### src/rtl/serial_add_pkg.sv
// Shared types and constants for the bit-serial add/subtract sequencer.
//   state_t   : controller state (IDLE, RUN, DONE), 2-bit encoding
//   DEF_WIDTH : default operand width
//   CNT_W     : bit-counter width for the default operand width
//   cnt_width : bit-counter width for an arbitrary operand width
package serial_add_pkg;

    typedef enum logic [1:0] {
        IDLE = 2'd0,
        RUN  = 2'd1,
        DONE = 2'd2
    } state_t;

    localparam int DEF_WIDTH = 8;
    localparam int CNT_W     = $clog2(DEF_WIDTH);

    function automatic int cnt_width(input int w);
        return (w < 2) ? 1 : $clog2(w);
    endfunction

endpackage

### src/rtl/serial_add_ctrl_if.sv
// Request/result bundle for serial_add_ctrl.
//   master : drives start/sub/cin/a/b, observes busy/done/sum/cout/overflow
//   slave  : the sequencer side
interface serial_add_ctrl_if
    import serial_add_pkg::*;
#(
    parameter int WIDTH = DEF_WIDTH
);
    logic             start;
    logic             sub;
    logic             cin;
    logic [WIDTH-1:0] a;
    logic [WIDTH-1:0] b;
    logic             busy;
    logic             done;
    logic [WIDTH-1:0] sum;
    logic             cout;
    logic             overflow;

    modport master (
        output start, sub, cin, a, b,
        input  busy, done, sum, cout, overflow
    );

    modport slave (
        input  start, sub, cin, a, b,
        output busy, done, sum, cout, overflow
    );
endinterface

### src/rtl/serial_add_ctrl_fa_cell.sv
// Combinational 1-bit full adder: the single arithmetic cell the sequencer
// time-shares across all operand bits.
//   a, b, ci : addend bits and carry-in
//   s, co    : sum bit and carry-out
module fa_cell (
    input  logic a,
    input  logic b,
    input  logic ci,
    output logic s,
    output logic co
);
    assign s  = a ^ b ^ ci;
    assign co = (a & b) | (a & ci) | (b & ci);
endmodule

### src/rtl/serial_add_ctrl.sv
// Bit-serial add/subtract sequencer. Latches a/b on an accepted start, then
// feeds one bit pair per clock (LSB first) through fa_cell, recirculating the
// carry in a flip-flop. Result, carry-out and signed overflow are presented
// with a one-cycle done pulse after WIDTH RUN cycles.
//   clk, rst_n : clock, asynchronous active-low reset
//   bus        : slave side of serial_add_ctrl_if (start/sub/cin/a/b in,
//                busy/done/sum/cout/overflow out)
module serial_add_ctrl
    import serial_add_pkg::*;
#(
    parameter int WIDTH = DEF_WIDTH
) (
    input  logic              clk,
    input  logic              rst_n,
    serial_add_ctrl_if.slave  bus
);
    localparam int            CW   = cnt_width(WIDTH);
    localparam logic [CW-1:0] LAST = CW'(WIDTH - 1);

    state_t           state;
    logic [WIDTH-1:0] a_sh, b_sh, sum_r;
    logic [CW-1:0]    cnt;
    logic             carry;
    logic             busy_r, done_r, cout_r, ovf_r;
    logic             fa_s, fa_co;
    logic             accept;

    fa_cell u_fa (
        .a  (a_sh[0]),
        .b  (b_sh[0]),
        .ci (carry),
        .s  (fa_s),
        .co (fa_co)
    );

    // start is only honoured outside RUN; a DONE-cycle start chains directly.
    assign accept = bus.start && (state != RUN);

    always_ff @(posedge clk or negedge rst_n) begin
        if (!rst_n) begin
            state  <= IDLE;
            a_sh   <= '0;
            b_sh   <= '0;
            sum_r  <= '0;
            cnt    <= '0;
            carry  <= 1'b0;
            busy_r <= 1'b0;
            done_r <= 1'b0;
            cout_r <= 1'b0;
            ovf_r  <= 1'b0;
        end else begin
            done_r <= 1'b0;
            if (accept) begin
                // Subtract is a + ~b + 1, so the inverted operand and forced
                // carry-in are set up once here and the cell never knows.
                a_sh   <= bus.a;
                b_sh   <= bus.sub ? ~bus.b : bus.b;
                carry  <= bus.sub ? 1'b1 : bus.cin;
                cnt    <= '0;
                sum_r  <= '0;
                cout_r <= 1'b0;
                ovf_r  <= 1'b0;
                busy_r <= 1'b1;
                state  <= RUN;
            end else begin
                case (state)
                    RUN: begin
                        a_sh  <= a_sh >> 1;
                        b_sh  <= b_sh >> 1;
                        sum_r <= {fa_s, sum_r[WIDTH-1:1]};
                        carry <= fa_co;
                        cnt   <= cnt + CW'(1);
                        if (cnt == LAST) begin
                            // carry still holds the carry into the MSB here.
                            cout_r <= fa_co;
                            ovf_r  <= carry ^ fa_co;
                            busy_r <= 1'b0;
                            done_r <= 1'b1;
                            state  <= DONE;
                        end
                    end
                    default: state <= IDLE;
                endcase
            end
        end
    end

    assign bus.busy     = busy_r;
    assign bus.done     = done_r;
    assign bus.sum      = sum_r;
    assign bus.cout     = cout_r;
    assign bus.overflow = ovf_r;

endmodule

### src/flat_wrapper.sv
// flat-port wrapper written by rule: the top's interface ports become plain ports
module serial_add_ctrl_flat import serial_add_pkg::*;
#(
    parameter int WIDTH = DEF_WIDTH
)
  (clk, rst_n, bus_start, bus_sub, bus_cin, bus_a, bus_b, bus_busy, bus_done, bus_sum, bus_cout, bus_overflow);
  serial_add_ctrl_if #(.WIDTH(WIDTH)) bus_i ();
  input  logic clk;
  input  logic rst_n;
  input wire logic [$bits(bus_i.start)-1:0] bus_start;
  input wire logic [$bits(bus_i.sub)-1:0] bus_sub;
  input wire logic [$bits(bus_i.cin)-1:0] bus_cin;
  input wire logic [$bits(bus_i.a)-1:0] bus_a;
  input wire logic [$bits(bus_i.b)-1:0] bus_b;
  output wire logic [$bits(bus_i.busy)-1:0] bus_busy;
  output wire logic [$bits(bus_i.done)-1:0] bus_done;
  output wire logic [$bits(bus_i.sum)-1:0] bus_sum;
  output wire logic [$bits(bus_i.cout)-1:0] bus_cout;
  output wire logic [$bits(bus_i.overflow)-1:0] bus_overflow;
  assign bus_i.start = bus_start;
  assign bus_i.sub = bus_sub;
  assign bus_i.cin = bus_cin;
  assign bus_i.a = bus_a;
  assign bus_i.b = bus_b;
  assign bus_busy = bus_i.busy;
  assign bus_done = bus_i.done;
  assign bus_sum = bus_i.sum;
  assign bus_cout = bus_i.cout;
  assign bus_overflow = bus_i.overflow;
  serial_add_ctrl #(.WIDTH(WIDTH)) u_core (.clk(clk), .rst_n(rst_n), .bus(bus_i));
endmodule
### config.mk
export PLATFORM = sky130hd
export DESIGN_NAME = serial_add_ctrl_flat
export DESIGN_NICKNAME = d
export VERILOG_FILES = /design/src/rtl/serial_add_pkg.sv /design/src/rtl/serial_add_ctrl_if.sv /design/src/rtl/serial_add_ctrl_fa_cell.sv /design/src/rtl/serial_add_ctrl.sv /design/src/flat_wrapper.sv
export SDC_FILE = /design/constraint.sdc
export NUM_CORES = 1
export LEC_CHECK = 0
export ABC_CLOCK_PERIOD_IN_PS = 2970
export BUFFER_PORTS_ARGS = -buffer_cell sky130_fd_sc_hd__buf_2
export CAP_MARGIN = 25
export CELL_PAD_IN_SITES_DETAIL_PLACEMENT = 1
export CELL_PAD_IN_SITES_GLOBAL_PLACEMENT = 2
export CORE_ASPECT_RATIO = 1.1
export CORE_UTILIZATION = 37
export DETAILED_ROUTE_END_ITERATION = 10
export PLACE_DENSITY = 0.92
export SYNTH_ARGS = -nofsm -noshare
export SYNTH_HDL_FRONTEND = slang
export SYNTH_SLANG_ARGS = --single-unit
### constraint.sdc
create_clock -name clk -period 2.97 [get_ports clk]
set_clock_uncertainty 0.15 [all_clocks]
set_input_delay 0.891 -clock clk [delete_from_list [all_inputs] [get_ports clk]]
set_output_delay 0.891 -clock clk [all_outputs]
set_load 0.02 [all_outputs]
======== Yosys cells after proc, flatten, opt, wreduce, memory -nomap -nowiden ========
Index checks and enable logic that the tools add are counted.
Widths: inputs -> output; s select.
word-level totals
  flip-flop bits (word level) ............. 34
  input bits .............................. 21
operators by class
  add/sub/neg operators ................... 1
  reduce and logical (&&, ||, !) cells .... 4
  bitwise operators ....................... 9
  equal/unequal tests ..................... 4
  muxes and demuxes ....................... 27
operators by type and width
  kind                 count
  $mux 8               7
  $mux 1               15
  $not 8->8            1
  $mux 2               3
  $mux 3               2
  $reduce_bool 2->1    2
  $add 3x1->3 const B  1
  $and 1x1->1          3
  $eq 3x3->1 const B   1
  $ne 3x1->1 const B   1
  $xor 1x1->1          3
  $eq 2x1->1 const B   1
  $ne 2x1->1 const B   1
  $or 1x1->1           2
  $reduce_and 2->1     1
  $logic_and 1x1->1    1

======== Depth between registers and ports, before layout ========
Gate-level depths: netlist (run 1).
  depth in word-level cells ............... 7
  mapped depth ............................ 5

======== Modules after synthesis ========
Synthesis (run 1) repeated with hierarchy kept, for this count alone.
second synthesis, totals
  cell total of the unflattened synthesis .. 150
  area, all modules ....................... 1604.0 um^2
modules (own cells, without submodules)
  module           cells each  instances  area an instance (um^2)
  serial_add_ctrl  149         1          1584.0
  fa_cell          1           1          20.0

======== Least setup slack after synthesis (run 1) ========
No wires, ideal clock.
  path kind ............................... input port to flip-flop
  from .................................... input bus_start
  to ...................................... register u_core.carry
  slack ................................... 1.277 ns
  library setup time ...................... 0.131 ns
  stages on the path ...................... 4
  data arrival time ....................... 1.412 ns
  cell sequence ........................... buf_4 > buf_6 > nor3b_1 > o22ai_1
between the ends
  cells in the longest elaborated chain, start to end .. 2
RTL lines
  element                                             line                   RTL
  from (decl)                                         flat_wrapper.sv:10     input wire logic [$bits(bus_i.start)-1:0] bus_start;
  $logic_and 1x1->1 (*)                               serial_add_ctrl.sv:37  assign accept = bus.start && (state != RUN);
  $mux 1 / $reduce_bool 2->1 (equally long branches)  n/a
  to (signal assigned)                                serial_add_ctrl.sv:58  carry <= bus.sub ? 1'b1 : bus.cin;
  to (signal assigned)                                serial_add_ctrl.sv:71  carry <= fa_co;
  to (decl)                                           serial_add_ctrl.sv:23  logic carry;
Mark *: on every way between the ends. The rest lies on a longest branch, timed or not.
A chain may end at the register's enable or synchronous reset.

======== Worst setup path after layout (run 1) ========
  from .................................... register u_core.sum_r[1] (netlist: u_core.bus.sum[1])
  to ...................................... output bus_sum[1]
RTL lines
  element                 line                   RTL
  from (decl)             serial_add_ctrl.sv:21  logic [WIDTH-1:0] a_sh, b_sh, sum_r;
  from (signal assigned)  serial_add_ctrl.sv:70  sum_r <= {fa_s, sum_r[WIDTH-1:1]};
  to (decl)               flat_wrapper.sv:17     output wire logic [$bits(bus_i.sum)-1:0] bus_sum;
No word-level cell between the ends.

==> metrics.yaml, run 1 <==
synthesis:
  synth_seq_cells: 34
  synth_cell_type_count: 26
  yosysTopAreaCell: "dfrtp_1"
  syn_nets: 177
  synth-seq-area-share_pct: 51.5
  synth_cells: 153
  syn-mean-instance-area_um2: 10.8
  yosys.area.top_type_share_pct: 51.5
  yosysWarnings: 0
  synth_area_leaders: "dfrtp_1, mux2i_1, nand2_1, nand3b_1, xor2_1"
  syn_area_um2: 1650
sta:
  slew_violations: 0
  slew_headroom_pct: 49.7
  fmax_ghz: 0.527
  final_hold_viol_count: 0
  tightest_slew_ns: 0.755
  tns_ns: 0
  rsz0062_at_grt: "false"
  setup_viol: 0
  min_period_ns: 1.90
  fin_crit_sh_pct: 63.9
finish:
  multi_input_area_um2: 678
  layout_common_cells: "dfrtp_1, nand2_1, buf_2, mux2i_1"
  fill_cells: 502
  area_growth_pct: 12.1
  insertedDiodeCount: 0
  final_nets: 205
  drive_above_1_share_pct: 22.7
  regArea_um2: 851
  final_common_cell: "dfrtp_1"
  final_area_um2: 1850
  fin_util_pct: 43.2
clock_tree:
  cts-root-buf: "clkbuf_8"
  clk_path_buf_depth: 2
  post_cts_buffers: 0
  cts_tree: "yes"
  cts_num_sinks: 34
  clock_latency_ns: 0.28
  htree_levels: 2
  cts_buffers: 5
  ctsResizeCount: 0
  cts.reportedPaths.clkPinSlew_ns: 0.07
  postCtsHoldBufs: 0
power:
  power_uw: 1750
  leakage_uw: 0.000945
  powerDensity_nw_per_um2: 944
  peakVddDrop_v: 0.000275
worst_setup_path:
  arrival_ns: 0.86
  required_ns: 1.93
  crit_path_start_kind: "register"
  rrSetupSlack_ns: 1.39
  cp_cell_sequence: "buf_2"
  r2r_cells: 3
  critPathTopFamily: "flip-flops"
  cp.buffers_inverters: 1
  max_stage_delay_ns: 0.41
  timing.rr.start: "u_core.state[1]$_DFFE_PN0P_"
  crit_slowest_cell: "dfrtp_1"
  crit_start: "u_core.bus.sum[1]$_DFFE_PN0P_"
  end_kind: "primary output"
  critPathKind: "reg -> out"
  crit_cells: 1
  worst-path-max-fanout: 3
  r2r-end: "u_core.cnt[0]$_DFFE_PN0P_"
  critPathCapture: "bus_sum[1]"
place:
  dp_hpwl_mm: 2.19
  gp_congestion: 0.671
  placed_area_um2: 1770
  io_buffers: 32
floorplan:
  start_util_pct: 38.5
  die_w_um: 65.7
  coreArea_um2: 4290
  pin_count: 33
  die_h_um: 72.1
  row_count: 25
  die_area_um2: 4740
routing:
  drt-total-wl_mm: 3.13
  drtIter0Drc: 50
  drc: 0
  first_pass_iters: 4
  wl_per_cell_um: 13.3
  vias_per_cell: 4.92
  vias: 1156
  ant_nets: 0
grt:
  grt_max_degree: 43
  grt_first_pass_wirelength_mm: 5.52
  antenna_found_initial: 0
  grt_overflow_total: 0
  grt_pass1_vias: 1266
  grt_usage_pct: 15.5
outcome:
  status: "finished, final reports clean"
min_path:
  hold_class: "reg -> reg"
run:
  maxCapViolations: 0
[sequential cells by signal (all words and copies together) (netlist names), 2 cells and up]
signal          cells
u_core.a_sh         8
u_core.b_sh         8
u_core.bus.sum      8
u_core.cnt          3
u_core.state        2
[Yosys cell counts]
| library cell | instances |
|---|---|
| nand2b_1 | 1 |
| o21ai_0 | 8 |
| fa_1 | 1 |
| mux2i_1 | 17 |
| o2bb2ai_1 | 1 |
| a22o_1 | 1 |
| nand3b_1 | 10 |
| and2_1 | 1 |
| nand2_1 | 33 |
| dfrtp_1 | 34 |
| mux2_2 | 1 |
| a21oi_1 | 2 |
| buf_12 | 1 |
| and2_4 | 1 |
| buf_6 | 4 |
| o21ai_1 | 10 |
| nor3b_1 | 1 |
| buf_2 | 1 |
| and2b_4 | 1 |
| ha_1 | 2 |
| nor2_1 | 3 |
| buf_4 | 5 |
| o22ai_1 | 1 |
| xnor2_1 | 2 |
| xor2_1 | 7 |
| inv_1 | 4 |
[stage by stage]
| stage | setup slack (ns) | hold WS (ns) | cells |
|---|---|---|---|
| floorplan | 1.28 | 0.299 | 153 |
| global placement | 0.863 | 0.312 | 228 |
| detailed placement | 0.803 | 0.333 | 228 |
| CTS | 1.06 | 0.349 | 235 |
| global route | 1.03 | 0.377 | 235 |
| finish | 1.07 | 0.345 | 235 |
[power by group]
part,switching [uW],internal [uW],total (uW)
registers,118,656,774
clock network,159,161,319
logic,410,244,655
total,687,1060,1750
[cell type report]
type                    count  share of cell area, %
clock inverters             1                  0.405
inverters                   4                  0.811
multi-input cells         104                   36.6
well taps                  54                   3.65
flip-flops and latches     34                   45.9
clock buffers               6                   3.92
repair buffers             32                   8.65
[how the worst min path moves through the flow]
stage / start / endpoint / slack (ns) / cells past startpoint
after floorplan: u_core.a_sh[3]$_DFFE_PN0P_ / u_core.a_sh[2]$_DFFE_PN0P_ / 0.30 / 2
after global placement: u_core.a_sh[2]$_DFFE_PN0P_ / u_core.a_sh[1]$_DFFE_PN0P_ / 0.31 / 2
after detailed placement: u_core.a_sh[2]$_DFFE_PN0P_ / u_core.a_sh[1]$_DFFE_PN0P_ / 0.33 / 2
after CTS: u_core.a_sh[2]$_DFFE_PN0P_ / u_core.a_sh[1]$_DFFE_PN0P_ / 0.35 / 2
after global routing: u_core.a_sh[2]$_DFFE_PN0P_ / u_core.a_sh[1]$_DFFE_PN0P_ / 0.38 / 2
final: u_core.bus.sum[7]$_DFFE_PN0P_ / u_core.bus.sum[6]$_DFFE_PN0P_ / 0.35 / 2
[cell families after synthesis]
group | after synthesis | synth area share [%]
muxes | 18 | 11.0
adders and majority gates | 3 | 2.73
xor gates and xnor gates | 9 | 4.77
and+or+nand+nor | 51 | 15.1
buffers and inverters | 15 | 7.42
DFF | 34 | 51.5
AOI/OAI and AO/OA | 23 | 7.50
[layer usage]
layer  wire, um  vias to the layer above  global-route usage [%]
met5          0                        -                       0
met1       1290                      564                    17.7
li1           -                      556                       -
met2       1650                       30                    26.8
met3        149                        6                    4.72
met4         45                        0                    5.80
Note: power is estimated with default switching activity, not from simulation.
==> run 2, diff against run 1 <==
--- a/config.mk
+++ b/config.mk
@@ -5,15 +5,16 @@
 export SDC_FILE = /design/constraint.sdc
 export NUM_CORES = 1
 export LEC_CHECK = 0
-export ABC_CLOCK_PERIOD_IN_PS = 2970
+export ABC_AREA = 1
+export ABC_CLOCK_PERIOD_IN_PS = 1800
 export BUFFER_PORTS_ARGS = -buffer_cell sky130_fd_sc_hd__buf_2
 export CAP_MARGIN = 25
 export CELL_PAD_IN_SITES_DETAIL_PLACEMENT = 1
 export CELL_PAD_IN_SITES_GLOBAL_PLACEMENT = 2
 export CORE_ASPECT_RATIO = 1.1
-export CORE_UTILIZATION = 37
+export CORE_UTILIZATION = 32
 export DETAILED_ROUTE_END_ITERATION = 10
-export PLACE_DENSITY = 0.92
+export PLACE_DENSITY = 0.86
 export SYNTH_ARGS = -nofsm -noshare
 export SYNTH_HDL_FRONTEND = slang
 export SYNTH_SLANG_ARGS = --single-unit
==> constraint.sdc (replaced) <==
create_clock -name clk -period 1.8 [get_ports clk]
set_clock_uncertainty 0.15 [all_clocks]
set_input_delay 0.54 -clock clk [delete_from_list [all_inputs] [get_ports clk]]
set_output_delay 0.54 -clock clk [all_outputs]
set_load 0.02 [all_outputs]
==> metrics.yaml, run 2 <==
worst_setup_path:
  end_kind: "primary output"
  arrival_ns: 0.84
  crit_start: "u_core.bus.sum[6]$_DFFE_PN0P_"
  timing.rr.start: "u_core.cnt[0]$_DFFE_PN0P_"
  cp.buffers_inverters: 1
  crit_path_start_kind: "register"
  max_stage_delay_ns: 0.39
  critPathKind: "reg -> out"
  critPathTopFamily: "flip-flops"
  cp_cell_sequence: "buf_2"
  worst-path-max-fanout: 2
  required_ns: 1.11
  crit_slowest_cell: "dfrtp_1"
clock_tree:
  cts-root-buf: "clkbuf_8"
  ctsResizeCount: 0
  clk_path_buf_depth: 2
  cts_tree: "yes"
  htree_levels: 2
  clock_latency_ns: 0.29
  cts_num_sinks: 34
  cts_buffers: 5
  cts.reportedPaths.clkPinSlew_ns: 0.07
sta:
  setup_viol: 0
  min_period_ns: 1.53
  rsz0062_at_grt: "false"
  slew_headroom_pct: 76.9
  fin_crit_sh_pct: 85.2
  tightest_slew_ns: 0.346
  fmax_ghz: 0.652
  slew_violations: 0
  tns_ns: 0
  final_hold_viol_count: 0
synthesis:
  synth_common_cells: "nand2_1, dfrtp_1, nand3_1"
  synth_seq_cells: 34
  yosysWarnings: 0
  synth_cells: 190
  synth_cell_type_count: 20
  synth-seq-area-share_pct: 50.7
  syn_nets: 214
  yosys.area.top_type_share_pct: 50.7
  yosysTopAreaCell: "dfrtp_1"
  synth_area_leaders: "dfrtp_1, nand2_1, nand3_1, inv_1, nand3_2"
  synth-async-reset-ratio_pct: 100
  syn_area_um2: 1680
  ys.flop_type: "dfrtp_1"
  synth_most_common_cell: "nand2_1"
  synth_edf_count: 0
  syn-mean-instance-area_um2: 8.82
run:
  maxCapViolations: 0
finish:
  final_nets: 252
  stdcell_count: 287
  area_growth_pct: 19.4
  final_common_cell: "nand2_1"
  insertedDiodeCount: 0
  drive_above_1_share_pct: 28.4
  layout_common_cells: "nand2_1, dfrtp_1, buf_2, nand3_1, inv_1"
floorplan:
  die_area_um2: 5530
  die_h_um: 77.9
  die_w_um: 71.0
  coreArea_um2: 5030
  pin_count: 33
  row_count: 27
  start_util_pct: 33.3
routing:
  drt-total-wl_mm: 3.44
  vias_per_cell: 4.64
  wl_per_cell_um: 12.0
  vias: 1331
  first_pass_iters: 7
  ant_nets: 0
  drtIter0Drc: 86
  drc: 3
outcome:
  violations: "design-rule violations"
  status: "finished with violations"
grt:
  grt_pass1_vias: 1277
  grt_overflow_total: 0
  grt_usage_pct: 14.0
  grt_first_pass_wirelength_mm: 5.96
  grt_max_degree: 28
  antenna_found_initial: 0
power:
  powerDensity_nw_per_um2: 1470
  peakVddDrop_v: 0.000391
  leakage_uw: 0.00113
place:
  io_buffers: 32
  dp_hpwl_mm: 2.43
  dp_cells: 278
  gp_congestion: 0.687
min_path:
  hold_class: "in -> reg"
  hold_path_startpoint: "bus_a[4]"
[run 2: cell count changes in the layout (fill, tap and decap cells not counted), sizes merged, moves of 2 or more]
cell,before,now
nand2,33,72
nand3,0,35
inv,4,25
o21ai,18,0
mux2i,17,0
nand3b,10,0
o22ai,1,8
xor2,7,1
buf,32,36
and2,2,0
clkinv,0,2
xnor2,2,0
[run 2: layout make-up]
cell class              count  area [um2]
fillers                   612        3030
flip-flops and latches     34         851
multi-input cells         124         659
repair buffers             37         225
inverters                  26         103
clock buffers               7        86.3
well taps                  58        72.6
clock inverters             1        5.00
[run 2: timing repair]
item / CTS / global route
hold buffers: 1 / 0
endpoints found under the setup margin: 0 / 0
hold endpoints to repair: 6 / 0
buffers inserted: 0 / 0
[run 2: cells by family after synthesis]
kind of cell | share of synthesized area (%)
simple gates | 31.9
flops | 50.7
buf+inv | 9.93
compound gates | 4.25
fa+ha+maj | 2.69
xor+xnor | 0.522
[run 2: stage by stage]
step / cell area (um2) / power [uW] / setup WS (ns) / util [%] / hold slack [ns]
2_1_floorplan: 1680 / 2110 / 0.434 / - / 0.0944
3_3_place_gp: 1900 / 2360 / 0.308 / 37.8 / 0.303
3_5_place_dp: 1900 / 2390 / 0.286 / 37.8 / 0.317
4_1_cts: 2000 / 2990 / 0.248 / 39.8 / 0.292
5_1_grt: 2000 / 3180 / 0.150 / 39.8 / 0.308
6_report: 2000 / 2940 / 0.266 / 39.8 / 0.305
[run 2: worst paths after layout]
check,endpoint,slack (ns),cells after the start
max,bus_sum[6],0.27,1
min in group asynchronous,u_core.bus.sum[3]$_DFFE_PN0P_,0.53,2
max in group asynchronous,u_core.cnt[1]$_DFFE_PN0P_,0.54,3
max reg2reg,u_core.bus.overflow$_DFFE_PN0P_,0.27,6
min reg2reg,u_core.bus.busy$_DFFE_PN0P_,0.33,2
min,u_core.a_sh[4]$_DFFE_PN0P_,0.30,3
[run 2: per-layer routing]
layer	part of all wire (%)	up-vias	GRT usage (%)
met4	2.0	0	6.00
met1	47	616	17.6
met5	0	-	0
li1	-	675	-
met3	5.5	6	4.29
met2	45	34	22.2
[run 2: where the power goes]
part | leakage (uW) | total (uW) | internal (uW) | switching [uW]
Combinational | 0.000641 | 1160 | 428 | 730
Sequential | 0.000441 | 1200 | 1050 | 155
Clock | 0.0000482 | 576 | 308 | 267
